`src/rtl/ci_dma_controller.sv`:
```
// ci_dma_controller: block DMA between system bus and CI scratch memory.
// Configured through its CI slot; owns memory port B while transferring.
module ci_dma_controller #(
  parameter logic [7:0] customInstructionId = 8'h01
) (
  input  logic        clock,
  input  logic        reset,
  input  logic        start,
  input  logic [31:0] valueA,
  input  logic [31:0] valueB,
  input  logic [7:0]  iseId,
  output logic        done,
  output logic [31:0] result,
  output logic [8:0]  addressB,
  output logic [31:0] dataInB,
  output logic        writeEnableB,
  input  logic [31:0] dataOutB,
  output logic        busRequest,
  input  logic        busGrant,
  output logic        busValid,
  output logic        busReadNotWrite,
  output logic [31:0] busAddress,
  output logic [31:0] busWriteData,
  input  logic [31:0] busReadData,
  input  logic        busReady,
  input  logic        busError
);

  typedef enum logic [2:0] {
    IDLE, REQ, RD_BUS, FETCH, WR_BUS, FIN
  } state_t;

  state_t state, state_nx;

  logic [31:0] cfg_bus;
  logic [8:0]  cfg_mem;
  logic [9:0]  cfg_size;
  logic        busy, error, to_bus;
  logic [31:0] work_bus;
  logic [8:0]  work_mem;
  logic [9:0]  work_cnt;
  logic        sel, cfg_we, ctl_we, go;
  logic        accept, fail, last;
  logic [2:0]  reg_sel;
  logic        unused_ci;

  assign unused_ci = ^{valueA[31:13], valueA[8:0]};

  assign sel     = start && (iseId == customInstructionId);
  assign reg_sel = valueA[12:10];
  assign cfg_we  = sel && valueA[9] && !busy;
  assign ctl_we  = cfg_we && (reg_sel == 3'd4);
  assign go      = ctl_we && (cfg_size != 10'd0) &&
                   (valueB[1:0] == 2'b01 || valueB[1:0] == 2'b10);
  assign done    = sel;
  assign accept  = busValid && busReady;
  assign fail    = accept && busError;
  assign last    = (work_cnt == 10'd1);

  // CI read mux; result is zero outside a selected access
  always_comb begin
    result = '0;
    if (sel) begin
      case (reg_sel)
        3'd1:    result = cfg_bus;
        3'd2:    result = {23'd0, cfg_mem};
        3'd3:    result = {22'd0, cfg_size};
        3'd4:    result = {30'd0, error, busy};
        default: result = '0;
      endcase
    end
  end

  // Next state and all bus/memory outputs, decoded from state
  always_comb begin
    state_nx        = state;
    busRequest      = 1'b0;
    busValid        = 1'b0;
    busReadNotWrite = 1'b0;
    busAddress      = '0;
    busWriteData    = '0;
    addressB        = '0;
    dataInB         = '0;
    writeEnableB    = 1'b0;
    unique case (state)
      IDLE: begin
        if (go) state_nx = REQ;
      end
      REQ: begin
        busRequest = 1'b1;
        if (busGrant) state_nx = to_bus ? FETCH : RD_BUS;
      end
      RD_BUS: begin
        busRequest      = 1'b1;
        busValid        = 1'b1;
        busReadNotWrite = 1'b1;
        busAddress      = work_bus;
        if (busReady) begin
          if (busError) begin
            state_nx = FIN;
          end else begin
            writeEnableB = 1'b1;
            addressB     = work_mem;
            dataInB      = busReadData;
            if (last) state_nx = FIN;
          end
        end
      end
      FETCH: begin
        busRequest = 1'b1;
        addressB   = work_mem;
        state_nx   = WR_BUS;
      end
      WR_BUS: begin
        busRequest   = 1'b1;
        busValid     = 1'b1;
        busAddress   = work_bus;
        busWriteData = dataOutB;
        addressB     = work_mem;
        if (busReady) state_nx = (busError || last) ? FIN : FETCH;
      end
      FIN: begin
        state_nx = IDLE;
      end
      default: state_nx = IDLE;
    endcase
  end

  // State register
  always_ff @(posedge clock or negedge reset) begin
    if (!reset) state <= IDLE;
    else        state <= state_nx;
  end

  // CI-visible configuration, frozen while a block is running
  always_ff @(posedge clock or negedge reset) begin
    if (!reset) begin
      cfg_bus  <= '0;
      cfg_mem  <= '0;
      cfg_size <= '0;
    end else if (cfg_we) begin
      case (reg_sel)
        3'd1:    cfg_bus  <= {valueB[31:2], 2'b00};
        3'd2:    cfg_mem  <= valueB[8:0];
        3'd3:    cfg_size <= valueB[9:0];
        default: ;
      endcase
    end
  end

  // Busy/error flags and the latched transfer direction
  always_ff @(posedge clock or negedge reset) begin
    if (!reset) begin
      busy   <= 1'b0;
      error  <= 1'b0;
      to_bus <= 1'b0;
    end else begin
      if (go)                busy <= 1'b1;
      else if (state == FIN) busy <= 1'b0;
      if (ctl_we)    error <= 1'b0;
      else if (fail) error <= 1'b1;
      if (go) to_bus <= valueB[1];
    end
  end

  // Working copies; advance only on a word accepted without error
  always_ff @(posedge clock or negedge reset) begin
    if (!reset) begin
      work_bus <= '0;
      work_mem <= '0;
      work_cnt <= '0;
    end else if (go) begin
      work_bus <= cfg_bus;
      work_mem <= cfg_mem;
      work_cnt <= cfg_size;
    end else if (accept && !busError) begin
      work_bus <= work_bus + 32'd4;
      work_mem <= work_mem + 9'd1;
      work_cnt <= work_cnt - 10'd1;
    end
  end

endmodule
```
`config.mk`:
```
export PLATFORM = sky130hd
export DESIGN_NAME = ci_dma_controller
export DESIGN_NICKNAME = d
export VERILOG_FILES = /design/src/rtl/ci_dma_controller.sv
export SDC_FILE = /design/constraint.sdc
export NUM_CORES = 1
export LEC_CHECK = 0
export ABC_AREA = 1
export CORE_AREA = 2 2 127 129
export CTS_CLUSTER_DIAMETER = 50
export DETAILED_ROUTE_END_ITERATION = 6
export DIE_AREA = 0 0 129 131
export GPL_ROUTABILITY_DRIVEN = 0
export PLACE_DENSITY = 0.92
export REMOVE_ABC_BUFFERS = 1
export SETUP_SLACK_MARGIN = 0.2
export SYNTH_ARGS = -nofsm -noshare
export SYNTH_HDL_FRONTEND = slang
export SYNTH_SLANG_ARGS = --single-unit
```
`constraint.sdc`:
```
create_clock -name clock -period 2.2 [get_ports clock]
set_input_delay 0.22 -clock clock [delete_from_list [all_inputs] [get_ports clock]]
set_output_delay 0.22 -clock clock [all_outputs]
set_load 0.05 [all_outputs]
```
==> out/results.txt, run 1 <==
critical path type - reg -> reg
share of synthesized registers carrying an async set or reset - 100%
maximum vdd drop - 0.447 mV
Syn Area/Cell - 6.51 µm²
DRC Markers - 28
Vert. Die Dim - 131 µm
most area-consuming cells after synthesis - dfrtp_1, nand2_1, nor2_1
Tmin final - 2.10 ns
Slew Limit Fails - 0
failing checks - design-rule violations
cell with the most instances after synthesis - nand2_1
most frequent cells after synthesis - nand2_1, nor2_1, inv_1, nand3_1, dfrtp_1
Max Freq - 476 MHz
share of the synthesized area in the top cell type - 38.7%
Cells after Synth - 1033
# H-tree levels - 3
Post-synth EDFFs - 0
fin area - 12400 µm²
Starting DRT DRC Count - 1676
worst slew pin tran - 0.563 ns
CTS tree - built
DRT Pass-1 Iters - 7
Crit. End Element - register
Hold Crit Class - in -> async
Final ANT Viol Nets - 0
Vias/cell - 5.84
Area Overhead vs Synth - 84.2%
IO Count - 284
CP max FO - 4
final period utilization - 95.5%
#FFs+latches synth - 104
Final Hold Viols - 0
Tot Pwr - 7.66 mW
register area share after synthesis - 38.7%
Cell variety after synth - 34
setup violators final - 0
share of cells above drive strength 1 - 27.1%
CTS Buffer Depth - 2
clock slew seen by the registers of the worst setup and hold paths - 0.08 ns
Final nets - 1474
Inserted Clock Buffers - 9
cell taking the most area after synthesis - dfrtp_1
WL/cell - 21.2 µm
die width - 129 µm
final WL - 33.0 mm
starting density of the core - 43.1%
clock skew - 0.0114 ns
RSZ-0062 raised after global routing - true
vias in the first global route - 8714
Clk Latency, worst-skew pair - 0.36 ns
Pwr Density - 619 nW/µm²
Post-DP Area - 11200 µm²
core area - 15600 µm²
max_slew headroom - 62.2%
Startpoint Class - register
GRT Total Usage - 36.6%
Req. time, crit path - 2.45 ns
Hold WS - 0.353 ns
initial antenna violation count - 8
largest net degree at the start of global routing - 71
via count - 9088
setup TNS - 0 ns
LEAKAGE - 5.63 nW
fin util - 79.4%
status - finished with violations
Most used DFF post-synth - dfrtp_1
max-cap violation count - 0
R2R Setup Slk - 0.1 ns
GRT overflow - 0
Detailed Place HPWL - 20.1 mm
Clock Sinks - 104
Rows - 46
cell area after synthesis - 6720 µm²
DIE AREA - 16900 µm²
Port Buf Inserts - 253
first-pass GRT wire length - 47.5 mm
synthesis warning total - 0
clock root buffer - clkbuf_16
crit path DAT - 2.35 ns
==> path summary, 6_finish.rpt <==
kind                              from           end  depth (start not counted)
setup / recovery           work_bus[4]  work_bus[17]                          6
hold / removal                   reset   cfg_bus[21]                          2
setup reg to reg           work_bus[4]  work_bus[17]                          6
hold reg to reg            cfg_bus[14]   cfg_bus[14]                          2
max in group asynchronous        reset      state[1]                          3
min in group clock          valueB[18]   cfg_bus[18]                          3
==> cell families (layout without fill, tap and decap cells) <==
| kind of cell | count (synthesis) | after routing | share of synthesized area (%) |
|---|---|---|---|
| buffers and inverters | 213 | 512 | 12.8 |
| other | 1 | 8 | 0.0558 |
| and+or+nand+nor | 611 | 611 | 38.0 |
| adders and majority gates | 4 | 4 | 0.745 |
| DFF | 104 | 104 | 38.7 |
| AOI/OAI and AO/OA | 70 | 70 | 5.75 |
| xor gates and xnor gates | 30 | 30 | 3.91 |
==> through the flow <==
step | instances | worst slack (ns)
after floorplan | 986 | -1.43
final | 1555 | 0.0995
after global routing | 1553 | 0.112
after CTS | 1542 | 0.210
after global placement | 1511 | -0.127
after detailed placement | 1511 | -0.144
==> sequential cells by signal, indices dropped and copies added (netlist names) <==
| name | flops |
|---|---|
| work_mem | 9 |
| cfg_mem | 9 |
| work_bus | 30 |
| work_cnt | 10 |
| error | 1 |
| cfg_bus | 30 |
| cfg_size | 10 |
| busy | 1 |
| state | 3 |
| to_bus | 1 |
==> placed cells by master, fill, tap and decap left out, drive strengths merged, types with 10 or more instances in the layout <==
cell type        n
inv            166
dfrtp          104
clkdlybuf4s50  100
nor2           183
xor2            30
nand3          128
o21ai           53
nand2          270
nor3            16
buf            217
clkbuf          10
==> timing repair <==
item,4_1_cts,5_1_grt
hold endpoints to repair,25,0
resized for setup,137,54
setup buffers,12,6
pin swaps,14,8
endpoints found under the setup margin,106,82
hold buffers,1,0
gates cloned,2,1
==> worst max-delay path: stages (launching register included) <==
cell and delay, ns:
dfrtp_1 0.49, nand3_1 0.25, nor3_1 0.51, nand3_1 0.33, xor2_1 0.23, nand3_1 0.11
nand3_1 0.07
==> metal layers <==
metal / up-vias / wire (µm) / global-route usage, %
li1: 3769 / - / -
met1: 4114 / 10100 / 39.0
met2: 881 / 16000 / 63.9
met3: 320 / 4140 / 10.1
met4: 4 / 2820 / 23.7
met5: - / 23 / 0
==> cell type report <==
| class | instances | area, µm² |
|---|---|---|
| antenna | 6 | 15.0 |
| clock inverter | 7 | 55.1 |
| timing repair buffer | 331 | 4710 |
| fill | 828 | 3220 |
| sequential | 104 | 2610 |
| inverter | 165 | 631 |
| tap | 216 | 270 |
| clock buffer | 9 | 225 |
| multi-input combinational | 717 | 3860 |
==> power by group <==
group	internal (mW)	switching, mW
Combinational	1.53	2.22
Sequential	2.09	0.225
Clock	0.780	0.820
Total	4.39	3.27
No activity file was read; power rests on OpenSTA's default activity.
==> inputs of run 2 (changes only) <==
--- a/config.mk
+++ b/config.mk
@@ -6,6 +6,7 @@
 export NUM_CORES = 1
 export LEC_CHECK = 0
 export ABC_AREA = 1
+export CAP_MARGIN = 20
 export CORE_AREA = 2 2 127 129
 export CTS_CLUSTER_DIAMETER = 50
 export DETAILED_ROUTE_END_ITERATION = 6
==> results of run 2 <==
Same layout as run 1: the final DEF is identical, and so are final timing and power.
